===== src/rtl/mux_rr_stream_pkg.sv =====
// Shared definitions for the stream multiplexer: mode constants and select-width helper.
package mux_rr_stream_pkg;

    localparam int MODE_SEL = 0;
    localparam int MODE_RR  = 1;

    // Width of a channel index: at least one bit even for tiny N.
    function automatic int sel_width(input int n);
        return (n > 2) ? $clog2(n) : 1;
    endfunction

endpackage


===== src/rtl/mux_rr_stream_rr_arbiter.sv =====
// Round-robin arbiter: grants the first requester at or after ptr, wrapping around.
module rr_arbiter
    import mux_rr_stream_pkg::*;
#(
    parameter int N  = 4,
    parameter int SW = sel_width(N)
) (
    input  logic [N-1:0]  req,
    input  logic [SW-1:0] ptr,
    output logic [N-1:0]  grant,
    output logic [SW-1:0] idx,
    output logic          any
);

    logic [N-1:0] upper_req;
    logic [N-1:0] pick;

    // Prefer requesters at or above ptr; if none, fall back to the lowest requester overall (the wrap).
    always_comb begin
        upper_req = '0;
        pick      = '0;
        grant     = '0;
        idx       = '0;
        any       = |req;
        for (int k = 0; k < N; k++) begin
            upper_req[k] = req[k] && (32'(ptr) <= k);
        end
        pick = (|upper_req) ? upper_req : req;
        for (int k = N - 1; k >= 0; k--) begin
            if (pick[k]) begin
                grant    = '0;
                grant[k] = 1'b1;
                idx      = SW'(k);
            end
        end
    end

endmodule


===== src/rtl/mux_rr_stream.sv =====
// N-to-1 stream multiplexer with a one-entry output register, explicit-select or round-robin.
module mux_rr_stream
    import mux_rr_stream_pkg::*;
#(
    parameter int WIDTH = 8,
    parameter int N     = 4,
    parameter int MODE  = MODE_SEL,
    localparam int SW   = sel_width(N)
) (
    input  logic                 clk,
    input  logic                 rst,
    input  logic [N*WIDTH-1:0]   in_data,
    input  logic [N-1:0]         in_valid,
    output logic [N-1:0]         in_ready,
    input  logic [SW-1:0]        sel,
    output logic [WIDTH-1:0]     out_data,
    output logic                 out_valid,
    input  logic                 out_ready,
    output logic [SW-1:0]        out_chan
);

    logic             load_ok;
    logic [N-1:0]     grant_onehot;
    logic [SW-1:0]    grant_idx;
    logic             in_xfer;
    logic [WIDTH-1:0] grant_word;

    assign load_ok = !out_valid || out_ready;

    generate
        if (MODE == MODE_RR) begin : g_rr
            logic [SW-1:0] ptr;
            logic          rr_any;
            logic          sel_unused;

            assign sel_unused = ^sel;

            rr_arbiter #(.N(N), .SW(SW)) u_arb (
                .req   (in_valid),
                .ptr   (ptr),
                .grant (grant_onehot),
                .idx   (grant_idx),
                .any   (rr_any)
            );

            // Advance the search start to just past the channel that was served.
            always_ff @(posedge clk) begin
                if (rst) begin
                    ptr <= '0;
                end else if (in_xfer && rr_any) begin
                    ptr <= (32'(grant_idx) == N - 1) ? '0 : grant_idx + SW'(1);
                end
            end
        end else begin : g_sel
            // Only the selected channel can be granted; an out-of-range select grants nothing.
            always_comb begin
                grant_onehot = '0;
                for (int k = 0; k < N; k++) begin
                    grant_onehot[k] = in_valid[k] && (32'(sel) == k);
                end
            end
            assign grant_idx = sel;
        end
    endgenerate

    // Ready goes to the granted channel only when the output register can take a word.
    assign in_ready = (rst || !load_ok) ? '0 : grant_onehot;
    assign in_xfer  = |in_ready;

    // Pick the granted channel's word; grant is one-hot so an OR-mux suffices.
    always_comb begin
        grant_word = '0;
        for (int k = 0; k < N; k++) begin
            if (grant_onehot[k]) begin
                grant_word = grant_word | in_data[k*WIDTH +: WIDTH];
            end
        end
    end

    // Output register: load on input transfer, empty on drain, otherwise hold.
    always_ff @(posedge clk) begin
        if (rst) begin
            out_valid <= 1'b0;
            out_data  <= '0;
            out_chan  <= '0;
        end else if (in_xfer) begin
            out_valid <= 1'b1;
            out_data  <= grant_word;
            out_chan  <= grant_idx;
        end else if (out_valid && out_ready) begin
            out_valid <= 1'b0;
        end
    end

endmodule

===== config.mk =====
export PLATFORM = sky130hd
export DESIGN_NAME = mux_rr_stream
export DESIGN_NICKNAME = d
export VERILOG_FILES = /design/src/rtl/mux_rr_stream_pkg.sv /design/src/rtl/mux_rr_stream_rr_arbiter.sv /design/src/rtl/mux_rr_stream.sv
export SDC_FILE = /design/constraint.sdc
export NUM_CORES = 1
export LEC_CHECK = 0
export ABC_AREA = 1
export BUFFER_PORTS_ARGS = -buffer_cell sky130_fd_sc_hd__buf_2
export CAP_MARGIN = 20
export CORE_MARGIN = 4
export CORE_UTILIZATION = 45
export CTS_BUF_LIST = sky130_fd_sc_hd__clkbuf_4
export DETAILED_ROUTE_END_ITERATION = 16
export PLACE_DENSITY_LB_ADDON = 0.08
export RECOVER_POWER = 25
export SLEW_MARGIN = 20
export SYNTH_ARGS = -nofsm -noshare
export SYNTH_HDL_FRONTEND = slang
export SYNTH_SLANG_ARGS = --single-unit

===== constraint.sdc =====
create_clock -name clk -period 1.7 [get_ports clk]
set_clock_uncertainty 0.2 [all_clocks]
set_input_delay 0.085 -clock clk [delete_from_list [all_inputs] [get_ports clk]]
set_output_delay 0.085 -clock clk [all_outputs]
set_load 0.02 [all_outputs]

==> flow_summary.yaml, run 1 <==
outcome:
  status: "completed"
yosys:
  yosys_warnings: 0
  yosysSeqAreaShare_pct: 21.9
  syn_nets: 215
  synth_flop_cell: "dfxtp_1"
  yosysTopAreaCell: "dfxtp_1"
  synth-compound-area-share_pct: 6.48
  synth_most_common_cell: "nor2_1"
  synthTopCellsByCount: "nor2_1, inv_1, nand2_1"
  synth_edf_count: 0
  synth_top_area_share_pct: 21.9
  ys_types: 17
  ys_async_sr_fraction_pct: 0
  synthesis.area_mm2: 0.00100
  syn_inst: 174
  synth-xor-area-share_pct: 0
  synth_simple_gate_area_share_pct: 50.4
  synth_fa_ha_area_share_pct: 0
  yosys-mux-area-fraction_pct: 0
  synth_area_leaders: "dfxtp_1, nor2_1, inv_1"
  synth_top_family_by_area: "simple AND/OR/NAND/NOR gates"
  ys_ff_latch: 11
  avgSynthCellArea_um2: 5.77
placement:
  dpl-instance-area_mm2: 0.00127
  dp_hpwl_um: 1970
  dp_slack_ns: 0.355
  place.gp.congestion: 0.786
  portBuffers: 55
pwr:
  clkPwrFrac_pct: 24.7
  power.internal_mw: 0.474
  combinationalPowerShare_pct: 35.9
  powerDensity_mw_per_mm2: 558
  peakVddDrop_v: 0.000476
  swShare_pct: 35.8
  p_seq_share_pct: 39.4
  totalPowerFinal_mw: 0.739
  switching_power_mw: 0.264
  p_leak_nw: 0.830
global_routing:
  grt_usage_pct: 16.2
  grt_pass1_wl_um: 4280
  antenna_found_initial: 0
  grt.overflow.total: 0
  grt_max_degree: 12
  first_global_vias: 1089
timing:
  relSlewSlack_pct: 80.5
  post-route-period-util_pct: 93.8
  setup_viol: 0
  slew_violations: 0
  finalSetupTns_ns: 0
  post-route-min-period_ns: 1.59
  rsz0062_at_grt: "no"
  fmax_mhz: 627
  finalHoldViolCount: 0
  setup_ws_ns: 0.105
  worst_pin_slew_ns: 0.291
worst_setup_path:
  path_buf_inv: 3
  cpPeakStageDelay_ns: 0.53
  path_delay_family: "buffers and inverters"
  worst_setup_path_start_kind: "input port"
  cp-end-kind: "output port"
  worstPathRequired_ns: 1.41
  worstSetupPathType: "input port to output port"
  arrival_ns: 1.31
  crit_slowest_cell: "dlygate4sd3_1"
  cp_max_fo: 7
  path_cells: "dlygate4sd3_1 -> clkbuf_4 -> nor2_4 -> nand2_2 -> nor2_1 -> buf_2"
cts:
  clock_path_buffers: 2
  h-tree-depth: 1
  cts_sinks: 11
  cts_tree: "done"
  worstSkewPairLatency_ns: 0.28
  cts-root-buf: "clkbuf_4"
  clk_pin_slew_ns: 0.08
  cts_buffers: 3
route:
  drt-total-wl_um: 2370
  via_count: 1136
  dr.first_iter.drc_count: 13
  drtAntennaViolNets: 0
  via_per_inst: 4.37
  drc: 0
  wire_per_inst_um: 9.10
  dr.pass1.iters: 4
worst_hold_path:
  hp-class: "input port to flop"
floorplan:
  rows: 16
  start_util_pct: 49.1
  fp.dieW_um: 55.2
  pin_count: 56
  dieArea_mm2: 0.00305
  design.core.area_mm2: 0.00204
  dieHeight_um: 55.2
flow_run:
  maxCapViolCount: 0
cells_and_area:
  syn2layout_area_growth_pct: 31.9
  drive_above_1_share_pct: 31.3
  final_area_mm2: 0.00132
  antenna_cells: 0
  fill_cells: 230
  final_nets: 275
[worst register-to-register path: stages, from the launching register on]
cell,delay (ns)
dfxtp_1,0.35
nand2_2,0.07
nand2_2,0.16
a21oi_2,0.08
nor2_4,0.25
nand2_2,0.07
nand2_1,0.06
inv_1,0.03
[layer usage]
metal	track usage (%)	routed length, um	vias up
met3	4.43	159	2
met5	0	0	-
met2	30.2	1210	30
met1	18.3	984	481
met4	3.13	10	0
li1	-	-	623
[final timing paths]
kind,from,end,slack (ns),depth (start not counted)
max,sel[0],in_ready[0],0.11,6
min,in_data[12],out_data[4],0.003,7
max reg2reg,out_valid,out_valid,0.34,7
min reg2reg,out_chan[1],out_chan[1],0.33,2
[per-stage QoR]
stage | cells | hold slack (ns) | util, %
after detailed placement | 252 | 0.235 | 62.0
after CTS | 258 | 0.00785 | 64.3
after floorplan | 174 | 0.108 | -
after global routing | 260 | 0.0429 | 64.8
after global placement | 252 | 0.239 | 62.0
final | 260 | 0.00312 | 64.8
[placed cells by master, fill, tap and decap left out, drive strengths merged]
cell,count
a21oi,2
buf,51
clkbuf,10
clkinv,1
dfxtp,11
dlygate4sd3,2
inv,41
nand2,41
nand3,20
nor2,51
o211ai,1
o21ai,2
[final cells by class]
| type | count | area (um2) | area share [%] |
|---|---|---|---|
| repair buffers | 60 | 313 | 23.6 |
| well taps | 27 | 33.8 | 2.55 |
| inverters | 41 | 159 | 12.0 |
| clock inverters | 1 | 5.00 | 0.378 |
| multi-input cells | 117 | 571 | 43.1 |
| clock buffers | 3 | 22.5 | 1.70 |
| flip-flops and latches | 11 | 220 | 16.6 |
[power groups by stage]
stage / sequential [mW] / clock (mW) / combinational (mW)
after floorplan: 0.324 / 0 / 0.152
after global placement: 0.296 / 0 / 0.261
after detailed placement: 0.297 / 0 / 0.263
after CTS: 0.291 / 0.189 / 0.268
after global routing: 0.294 / 0.199 / 0.302
final: 0.291 / 0.183 / 0.265
[timing repair]
item | 4_1_cts | 5_1_grt
hold buffers | 2 | 0
endpoints found under the hold margin | 2 | 0
setup endpoints to repair | 0 | 3
gates resized for setup | 0 | 1
buffers inserted | 0 | 2
[flip-flops by register name, indices dropped and copies added, names as in the netlist]
register,count
out_data,8
out_valid,1
out_chan,2
[cell families (layout without fill, tap and decap cells)]
group,Yosys count,in the layout
AOI/OAI and AO/OA,5,5
DFF,11,11
and+or+nand+nor,112,112
buffers and inverters,46,105
No activity file was read; power rests on OpenSTA's default activity.
==> run 2, diff against run 1 <==
--- a/config.mk
+++ b/config.mk
@@ -20 +20,2 @@
 export SYNTH_SLANG_ARGS = --single-unit
+export TNS_END_PERCENT = 30
==> constraint.sdc (replaced) <==
create_clock -name clk -period 1.82 [get_ports clk]
set_clock_uncertainty 0.2 [all_clocks]
set_input_delay 0.182 -clock clk [delete_from_list [all_inputs] [get_ports clk]]
set_output_delay 0.182 -clock clk [all_outputs]
set_load 0.02 [all_outputs]
==> run 2 against run 1 <==
Net effect: combinational power shrank 9.1%; sequential share of layout area grew 0.45 points; total power shrank 6.2%; setup slack gained 0.23 ns; sequential power shrank 7%; critical path type is now flop to output port.
==> flow_summary.yaml, run 2 (same netlist as run 1, synthesis figures left out) <==
route:
  route.met3.wl_um: 162
  wl_met1_um: 975
  wl_met2_um: 1250
  wire_per_inst_um: 9.38
  via_per_inst: 4.36
  drc: 0
  drtAntennaViolNets: 0
  via_count: 1117
  drt-total-wl_um: 2400
  dr.pass1.iters: 4
  dr.first_iter.drc_count: 25
  maxUsedRoutingLayer: "met4"
worst_setup_path:
  cp_max_fo: 7
  r2r_setup_slack_ns: 0.45
  worstPathRequired_ns: 1.44
  worst_setup_path_start_kind: "flop"
  arrival_ns: 1.10
  cp-end-kind: "output port"
  worstSetupPathType: "flop to output port"
cts:
  cts_tree: "done"
  cts_setup_buffers: 0
  h-tree-depth: 1
  cts_resized: 0
  clock_path_buffers: 2
  cts_buffers: 3
  worstSkewPairLatency_ns: 0.27
  clk_pin_slew_ns: 0.07
  cts_sinks: 11
  hold_buffers: 0
  cts-root-buf: "clkbuf_4"
floorplan:
  pin_count: 56
  dieHeight_um: 55.2
  design.core.area_mm2: 0.00204
  dieArea_mm2: 0.00305
  rows: 16
  fp.dieW_um: 55.2
  start_util_pct: 49.1
cells_and_area:
  final_nets: 271
  drive_above_1_share_pct: 31.0
  final_area_mm2: 0.00129
  fill_cells: 237
  layout_commonest_cell: "buf_2"
  antenna_cells: 0
  syn2layout_area_growth_pct: 28.4
  layout_common_cells: "buf_2, nor2_1, inv_1"
  regMostFlops: "out_data"
  largest_register_ff_count: 8
  reg_top3: "out_data: 8 flops, out_chan: 2 flops, out_valid: 1 flops"
timing:
  relSlewSlack_pct: 80.3
  worst_pin_slew_ns: 0.295
  post-route-period-util_pct: 81.4
  fmax_mhz: 675
  rsz0062_at_grt: "no"
  slew_violations: 0
  finalSetupTns_ns: 0
  setup_viol: 0
  finalHoldViolCount: 0
  post-route-min-period_ns: 1.48
flow_run:
  maxCapViolCount: 0
worst_hold_path:
  hp-class: "input port to flop"
placement:
  dpl-instance-area_mm2: 0.00127
  portBuffers: 55
  place.gp.congestion: 0.780
  dp_hpwl_um: 1990
global_routing:
  grt_max_degree: 12
  grt_pass1_wl_um: 4110
  grt.overflow.total: 0
  grt_usage_pct: 16.0
  antenna_found_initial: 0
  first_global_vias: 999
pwr:
  p_leak_nw: 0.811
  peakVddDrop_v: 0.000507
  powerDensity_mw_per_mm2: 538
outcome:
  status: "completed"
-- run 2: cell type report --
cell class | count | area [um2] | area share, %
clock buffers | 4 | 30.0 | 2.33
inverters | 41 | 159 | 12.3
multi-input cells | 117 | 571 | 44.3
flip-flops and latches | 11 | 220 | 17.1
well taps | 27 | 33.8 | 2.62
repair buffers | 56 | 275 | 21.4
-- run 2: metrics by stage --
| stage | total power [mW] | cells | setup WS, ns | utilization, % | hold WS (ns) |
|---|---|---|---|---|---|
| finish | 0.693 | 256 | 0.339 | 63.1 | 0.0643 |
| global route | 0.751 | 256 | 0.264 | 63.1 | 0.0736 |
| CTS | 0.706 | 256 | 0.323 | 63.5 | 0.0603 |
| detailed placement | 0.524 | 252 | 0.369 | 62.0 | 0.283 |
| global placement | 0.520 | 252 | 0.412 | 62.0 | 0.291 |
| floorplan | 0.444 | 174 | 0.439 | - | 0.205 |
-- run 2: worst paths after layout --
check / startpoint / to / depth (start not counted)
setup / recovery: out_valid / in_ready[0] / 4
hold reg to reg: out_chan[1] / out_chan[1] / 2
hold / removal: out_ready / out_valid / 6
setup reg to reg: out_valid / out_valid / 7
-- run 2: worst max-delay path, stage by stage, from the launching register on --
cell     delay (ns)
dfxtp_1        0.32
nand2_2        0.09
nand2_2        0.13
nor2_1         0.12
buf_2          0.17
-- run 2: power breakdown --
part           switching, mW  total [mW]  internal, mW
registers             0.0101       0.272         0.262
clock network         0.0805       0.180        0.0997
logic                  0.147       0.241        0.0939
-- run 2: layer usage --
| metal | vias up | GRT usage [%] |
|---|---|---|
| li1 | 615 | - |
| met1 | 470 | 17.6 |
| met2 | 30 | 29.9 |
| met3 | 2 | 5.13 |
| met4 | 0 | 3.13 |
| met5 | - | 0 |
==> run 3, diff against run 2 <==
- ABC_AREA: 1 -> 0
- CORE_UTILIZATION: 45 -> 43
- clock period: 1.82 -> 1.4 ns (I/O delays scaled with it)
==> run 3 against run 2 <==
Net effect: the flow now finishes with violations (negative setup slack); via count down 7.5%; hold slack worse by 0.015 ns; sequential power increased by 26%; combinational power grew 21%; largest cell class unchanged; sequential share of layout area increased by 1.3 points; core utilization fell by 1.8 points; synthesized cell count is 33% lower; critical path depth unchanged; sequential cell count unchanged; clock power up 25%; clock-buffer cell count fell by 1.
==> flow_summary.yaml, run 3 <==
outcome:
  status: "finished with violations"
  violations: "negative setup slack"
cts:
  clock_path_buffers: 2
  cts-root-buf: "clkbuf_4"
  cts_buffers: 3
  worstSkewPairLatency_ns: 0.28
  cts_sinks: 11
  h-tree-depth: 1
  clk_pin_slew_ns: 0.07
  cts_tree: "done"
  cts_setup_buffers: 0
route:
  dr.first_iter.drc_count: 23
  wire_per_inst_um: 13.0
  via_count: 1033
  drc: 0
  dr.pass1.iters: 4
  drt-total-wl_um: 2580
  via_per_inst: 5.19
  drtAntennaViolNets: 0
yosys:
  synth_area_leaders: "dfxtp_1, nand2_1, o211ai_2"
  synthTopCellsByCount: "nand2_1, nand3_1, dfxtp_1"
  syn_nets: 158
  synthesis.area_um2: 881
  ys_types: 25
  syn_inst: 117
  synth_edf_count: 0
  avgSynthCellArea_um2: 7.53
  synth_most_common_cell: "nand2_1"
  synth_flop_cell: "dfxtp_1"
  synth_top_area_share_pct: 25.0
  yosysTopAreaCell: "dfxtp_1"
  yosys_warnings: 0
  ys_async_sr_fraction_pct: 0
  yosysSeqAreaShare_pct: 25.0
  ys_ff_latch: 11
global_routing:
  grt_pass1_wl_um: 3890
  first_global_vias: 941
  grt.overflow.total: 0
  grt_usage_pct: 19.0
  grt_max_degree: 38
  antenna_found_initial: 0
pwr:
  powerDensity_mw_per_mm2: 714
  totalPowerFinal_mw: 0.860
  peakVddDrop_v: 0.000500
  p_leak_nw: 0.530
placement:
  place.gp.congestion: 0.776
  dp_hpwl_um: 2090
  portBuffers: 55
  dpl-instance-area_mm2: 0.00117
timing:
  finalHoldViolCount: 0
  worst_pin_slew_ns: 0.314
  slew_violations: 0
  post-route-min-period_ns: 1.63
  holdWs_ns: 0.0494
  rsz0062_at_grt: "yes"
  fmax_mhz: 612
  relSlewSlack_pct: 78.8
  setup_viol: 4
  post-route-period-util_pct: 117
  finalSetupTns_ns: -0.758
  setup_ws_ns: -0.233
cells_and_area:
  layout_commonest_cell: "buf_2"
  syn2layout_area_growth_pct: 36.6
  fill_cells: 195
  layout_common_cells: "buf_2, nand2_1, nand3_1"
  antenna_cells: 0
  regMostFlops: "out_data"
  reg_top3: "out_data: 8 flops, out_chan: 2 flops, out_valid: 1 flops"
  largest_register_ff_count: 8
  drive_above_1_share_pct: 49.4
  final_nets: 214
  final_area_mm2: 0.00120
worst_setup_path:
  arrival_ns: 1.29
  worstPathRequired_ns: 1.06
  cpPeakStageDelay_ns: 0.32
  worst_setup_path_start_kind: "flop"
  cp_max_fo: 3
  path_cells: "nor2b_1 -> or3_1 -> nor2_1 -> buf_4"
  path_buf_inv: 1
  worstSetupPathType: "flop to output port"
  crit_slowest_cell: "dfxtp_2"
  cp-end-kind: "output port"
  path_delay_family: "simple AND/OR/NAND/NOR gates"
floorplan:
  start_util_pct: 44.9
  design.core.area_mm2: 0.00196
  dieArea_mm2: 0.00284
  rows: 16
  pin_count: 56
  fp.dieW_um: 53.3
  dieHeight_um: 53.3
worst_hold_path:
  hp-class: "input port to flop"
flow_run:
  maxCapViolCount: 0
==> run 3: cell count changes after synthesis, moves of 5 or more <==
cell      delta
nor2_1      -45
inv_1       -37
nand2_1      -8
o211ai_2     +8
o21ai_0      +8
a21oi_2      +7
o211ai_1     +7
nand2_2      -5
==> run 3: final cells by class <==
cell class                 instances  area [um2]  area share, %
timing repair buffer              63         335           27.9
clock buffer                       3        22.5           1.87
sequential                        11         221           18.4
clock inverter                     1        5.00          0.416
tap                               27        33.8           2.81
multi-input combinational         93         582           48.3
inverter                           1        3.75          0.312
==> run 3: timing repair <==
| item | CTS | global route |
|---|---|---|
| hold buffers | 0 | 0 |
| resized for setup | 3 | 0 |
| setup endpoints to repair | 4 | 4 |
| pin swaps | 2 | 0 |
==> run 3: power breakdown <==
| group | switching (mW) | total, mW | internal (mW) |
|---|---|---|---|
| clock network | 0.119 | 0.225 | 0.106 |
| registers | 0.00998 | 0.342 | 0.332 |
| logic | 0.168 | 0.292 | 0.124 |
==> run 3: routing by layer <==
layer  part of all wire [%]  up-vias  GRT usage [%]
met5                      0        -              0
met4                    1.6        0           5.53
met3                    5.9        5           4.51
met2                     52       35           36.1
met1                     40      468           20.2
li1                       -      525              -
==> run 3: worst min-delay path, cell delays in order <==
cell     delay, ns
buf_2         0.10
buf_4         0.21
a21oi_2       0.04
==> run 3: path summary, 6_finish.rpt <==
path	end	cells after the start	slack [ns]	from
worst max-delay path	in_ready[0]	4	-0.23	out_valid
worst min-delay path	out_data[5]	3	0.05	rst
worst max register to register	out_data[7]	4	0.09	out_valid
worst min register to register	out_chan[0]	2	0.26	out_chan[0]
==> run 3: per-stage QoR <==
stage                     instances  utilization, %  setup WS, ns
after global placement          195            59.9       -0.0647
after detailed placement        195            59.9       -0.0747
after global routing            199            61.4        -0.295
after CTS                       199            61.6        -0.246
after floorplan                 117               -       -0.0937
final                           199            61.4        -0.233
==> run 3: kinds of logic (layout without fill, tap and decap cells) <==
logic type,count (synthesis),in the layout,synth area share [%]
buf+inv,13,68,9.52
simple gates,57,57,30.3
flops,11,11,25.0
mux,1,1,2.56
compound gates,35,35,32.7
